$ cat src/rtl/accumulator_pkg.sv
// accumulator_pkg
//   Shared constants for the accumulator block. The default widths live here
//   so that every instantiation site and the top-level parameter defaults
//   agree on a single value.
//   No ports (package).
package accumulator_pkg;

   localparam int unsigned ACC_WIDTH_DEFAULT = 32'd26;
   localparam int unsigned CNT_WIDTH_DEFAULT = 32'd16;

endpackage : accumulator_pkg

$ cat src/rtl/acc_sat_add.sv
// acc_sat_add
//   Combinational WIDTH+1-bit adder with carry detect and overflow policy
//   select (wrap or clamp). Holds no state.
//   Ports:
//     acc        in  WIDTH  current running sum
//     increment  in  WIDTH  unsigned addend
//     sum        out WIDTH  next running sum after wrap/clamp
//     carry      out 1      set when acc+increment exceeds 2^WIDTH-1
module acc_sat_add #(
   parameter int WIDTH    = 26,
   parameter int SATURATE = 0
) (
   input  logic [WIDTH-1:0] acc,
   input  logic [WIDTH-1:0] increment,
   output logic [WIDTH-1:0] sum,
   output logic             carry
);

   logic [WIDTH:0] sum_full_s;

   // Full-width add; the top bit is the carry out of the WIDTH-bit sum.
   always_comb begin
      sum_full_s = {1'b0, acc} + {1'b0, increment};
      carry      = sum_full_s[WIDTH];
      // Clamping only applies on carry; an exact all-ones sum passes through.
      if (carry && (SATURATE != 32'sd0)) begin
         sum = '1;
      end else begin
         sum = sum_full_s[WIDTH-1:0];
      end
   end

endmodule : acc_sat_add

$ cat src/rtl/accumulator.sv
// accumulator
//   Registered running-sum accumulator with sticky overflow flag and a
//   counter of accepted samples.
//   Ports:
//     clk          in  1          clock, rising edge
//     GlobalReset  in  1          asynchronous active-low reset
//     sample       in  1          accumulate strobe
//     increment    in  WIDTH      unsigned addend, taken when sample=1
//     Out          out WIDTH      registered running sum
//     overflow     out 1          sticky, set on any carry until reset
//     count        out CNT_WIDTH  registered accepted-sample count (wraps)
module accumulator
   import accumulator_pkg::*;
#(
   parameter int WIDTH     = ACC_WIDTH_DEFAULT,
   parameter int CNT_WIDTH = CNT_WIDTH_DEFAULT,
   parameter int SATURATE  = 0
) (
   input  logic                 clk,
   input  logic                 GlobalReset,
   input  logic                 sample,
   input  logic [WIDTH-1:0]     increment,
   output logic [WIDTH-1:0]     Out,
   output logic                 overflow,
   output logic [CNT_WIDTH-1:0] count
);

   localparam logic [CNT_WIDTH-1:0] CNT_ONE = {{(CNT_WIDTH-1){1'b0}}, 1'b1};

   logic [WIDTH-1:0]     out_q, out_d;
   logic                 overflow_q, overflow_d;
   logic [CNT_WIDTH-1:0] count_q, count_d;
   logic [WIDTH-1:0]     sum_s;
   logic                 carry_s;

   acc_sat_add #(
      .WIDTH    (WIDTH),
      .SATURATE (SATURATE)
   ) u_add (
      .acc       (out_q),
      .increment (increment),
      .sum       (sum_s),
      .carry     (carry_s)
   );

   // Next-state: accept a sample or hold everything.
   always_comb begin
      out_d      = out_q;
      overflow_d = overflow_q;
      count_d    = count_q;
      if (sample) begin
         out_d      = sum_s;
         // Sticky: once set only reset clears it.
         overflow_d = overflow_q | carry_s;
         count_d    = count_q + CNT_ONE;
      end else begin
         out_d      = out_q;
         overflow_d = overflow_q;
         count_d    = count_q;
      end
   end

   // State registers with asynchronous clear.
   always_ff @(posedge clk or negedge GlobalReset) begin
      if (!GlobalReset) begin
         out_q      <= '0;
         overflow_q <= 1'b0;
         count_q    <= '0;
      end else begin
         out_q      <= out_d;
         overflow_q <= overflow_d;
         count_q    <= count_d;
      end
   end

   assign Out      = out_q;
   assign overflow = overflow_q;
   assign count    = count_q;

endmodule : accumulator

$ cat config.mk
export PLATFORM = sky130hd
export DESIGN_NAME = accumulator
export DESIGN_NICKNAME = d
export VERILOG_FILES = /design/src/rtl/accumulator_pkg.sv /design/src/rtl/acc_sat_add.sv /design/src/rtl/accumulator.sv
export SDC_FILE = /design/constraint.sdc
export NUM_CORES = 1
export LEC_CHECK = 0
export ABC_AREA = 1
export ABC_CLOCK_PERIOD_IN_PS = 4400
export BUFFER_PORTS_ARGS = -buffer_cell sky130_fd_sc_hd__buf_4
export CAP_MARGIN = 20
export CORE_MARGIN = 5
export CORE_UTILIZATION = 60
export CTS_CLUSTER_DIAMETER = 30
export DETAILED_ROUTE_END_ITERATION = 8
export PLACE_DENSITY = 0.84
export SKIP_CTS_REPAIR_TIMING = 1
export SLEW_MARGIN = 20
export SYNTH_ARGS = -nofsm -noshare
export SYNTH_HDL_FRONTEND = slang
export SYNTH_SLANG_ARGS = --single-unit
export TNS_END_PERCENT = 5
$ cat constraint.sdc
create_clock -name clk -period 4.4 [get_ports clk]
set_input_delay 1.1 -clock clk [delete_from_list [all_inputs] [get_ports clk]]
set_output_delay 1.1 -clock clk [all_outputs]
set_load 0.05 [all_outputs]
==> results.cfg <==
[place]
port_buffers = 71
postPlaceCellArea_um2 = 4190
place_hpwl_mm = 7.71
gp_congestion = 0.920

[synthesis]
ys_async_sr_fraction_pct = 100
synth_cells = 561
synth_edf_count = 0
synth_common_cells = nand2_1, inv_1, dfrtp_1
yosysMostFrequentCell = nand2_1
syn_nets = 618
synth_cell_types = 25
ys_ff_latch = 43
synthesis.area_um2 = 3570
yosysSeqAreaShare_pct = 30.1
synth_ff_type = dfrtp_1
synth_top_cell_by_area = dfrtp_1
yosys_warnings = 0
avgSynthCellArea_um2 = 6.37
synthTopCellsByArea = dfrtp_1, nand2_1, inv_1
synth_top_area_share_pct = 30.1

[outcome]
status = complete, no violations

[layout]
areaGrowthSynthToFinish_pct = 20.0
nets = 692
num-fill-cells = 528
fin_area_um2 = 4290
layout-drive-gt1-share_pct = 14.0
diodes = 0

[setup_path]
crit_slowest_cell = fa_1
start_kind = input port
r2r_cells = 13
startpoint = increment[0]
cp-end-kind = register
rr_startpoint = Out[0]$_DFFE_PN0P_
crit_path_max_incr_delay_ns = 0.35
regToRegSetupSlack_ns = 2.20
arrival_ns = 2.88
regToRegEndpoint = Out[16]$_DFFE_PN0P_
required_ns = 4.60
crit_type = in2reg
worstPathCellList = buf_4 -> ha_1 -> inv_1 -> fa_1 -> inv_1 -> nand3_1 -> nand3_1 -> nand2_1 -> nand2_1 -> inv_1 -> nor2_1 -> o21ai_0 -> nand3_1 -> nand2_1
crit_end = Out[16]$_DFFE_PN0P_
crit_fanout = 5

[die]
std_cell_rows = 28
initial_core_util_pct = 61.1
die_h_um = 87.2
die_area_um2 = 7600
coreArea_um2 = 5850
ioPinCount = 72
die_x_um = 87.2

[timing]
drv_slew = 0
skew_ns = 0.00342
slew_headroom_pct = 62.5
min_period_ns = 2.68
finalHoldViolCount = 0
final-setup-viol-count = 0
grt_setup_unrepaired = false
setup_tns_ns = 0
fmax_mhz = 373
worst_pin_slew_ns = 0.562
fin_crit_sh_pct = 60.9

[route]
wl_per_cell_um = 13.3
drtPass1Iterations = 5
drt-vias-per-instance = 5.17
drtIter0Drc = 197
wirelength_mm = 9.49
drc = 0
ant_nets = 0
vias = 3676

[clock_tree]
clk_latency_ns = 0.30
cts_tree = done
htree_num_levels = 2
clockBufferDepth = 2
cts_buffers = 5
cts_sinks = 43
clkTransAtPathRegs_ns = 0.09
clock-root-buffer = clkbuf_8

[global_routing]
grt_util_all_layers_pct = 26.5
first_global_vias = 3613
grt_pass1_wl_mm = 16.1
grt_overflow = 0
antenna_found_initial = 0
grt_start_max_net_pins = 44

[flow_run]
drv_cap = 0

[power]
vdd_ir_drop_max_mv = 0.543
p_leak_nw = 2.48
powerDensity_nw_per_um2 = 765

[min_path]
hold_path_class = reg2reg
==> layout make-up <==
type | count | area, um^2 | share of cell area (%)
multi-input combinational | 416 | 2110 | 49.3
sequential | 43 | 1080 | 25.1
timing repair buffer | 72 | 541 | 12.6
inverter | 97 | 364 | 8.49
tap | 75 | 93.8 | 2.19
clock buffer | 6 | 82.6 | 1.93
clock inverter | 2 | 16.3 | 0.379
==> where the power goes <==
part	switching [W]	total [W]	internal, W
Clock	0.000148	0.000277	0.000128
Combinational	0.00156	0.00231	0.000746
Sequential	0.000148	0.000696	0.000547
==> layout by cell type (no fill, tap or decap) <==
cell        Yosys  layout
nor2_2          4       4
ha_1           27      27
clkinvlp_4      0       1
a31oi_1         1       1
o21ai_0        14      14
nor4_1          2       2
nand2_1       222     222
or2_2           3       3
clkinv_4        0       1
a21oi_1        17      17
nand3b_1        3       3
xor2_1          9       9
nand2_2         1       1
fa_1            1       1
xnor2_1        13      13
clkbuf_8        0       6
buf_4           0      72
nor3_4          1       1
nor3_1          4       4
clkinv_1        1       1
nor2_1         37      37
a211oi_1        1       1
o21bai_1        2       2
and2_1          2       2
inv_1          96      96
nand3_1        42      42
nand4_1        10      10
dfrtp_1        43      43
==> sequential cells by signal (all words and copies together) (netlist names) <==
signal / count
count: 16
overflow: 1
Out: 26
==> cells by family after synthesis <==
kind of cell | share of synthesized area [%]
AOI/OAI and AO/OA | 5.15
xor gates and xnor gates | 5.39
and+or+nand+nor | 38.6
adders and majority gates | 10.0
buffers and inverters | 10.7
DFF | 30.1
==> routing by layer <==
| metal | up-vias | wire (um) | global-route usage, % |
|---|---|---|---|
| met4 | 0 | 138 | 5.02 |
| met3 | 15 | 709 | 5.11 |
| met2 | 116 | 4440 | 45.8 |
| li1 | 1883 | - | - |
| met1 | 1662 | 4200 | 34.6 |
| met5 | - | 0 | 0 |
==> metrics by stage <==
step	std cells	power, W	util (%)	hold WS, ns	setup slack (ns)
floorplan	561	0.00236	-	0.735	1.84
global placement	703	0.00294	71.6	0.450	1.53
detailed placement	703	0.00299	71.6	0.463	1.47
CTS	711	0.00327	73.3	0.485	1.80
global route	711	0.00357	73.3	0.506	1.57
finish	711	0.00328	73.3	0.475	1.72
==> how the worst min path moves through the flow <==
stage / depth (start not counted) / start / to / slack (ns)
2_1_floorplan: 2 / overflow$_DFFE_PN0P_ / overflow$_DFFE_PN0P_ / 0.74
4_1_cts: 2 / overflow$_DFFE_PN0P_ / overflow$_DFFE_PN0P_ / 0.49
3_5_place_dp: 2 / overflow$_DFFE_PN0P_ / overflow$_DFFE_PN0P_ / 0.46
3_3_place_gp: 2 / overflow$_DFFE_PN0P_ / overflow$_DFFE_PN0P_ / 0.45
6_report: 2 / overflow$_DFFE_PN0P_ / overflow$_DFFE_PN0P_ / 0.48
5_1_grt: 2 / overflow$_DFFE_PN0P_ / overflow$_DFFE_PN0P_ / 0.51
==> critical path, delay by kind of cell <==
family / cells / cell delay [ns]
adder cells (fa/ha/maj): 2 / 0.55
buffers and inverters: 4 / 0.34
AND/OR/NAND/NOR: 7 / 0.77
AO/OA/AOI/OAI: 1 / 0.12
No activity file was read; power rests on OpenSTA's default activity.
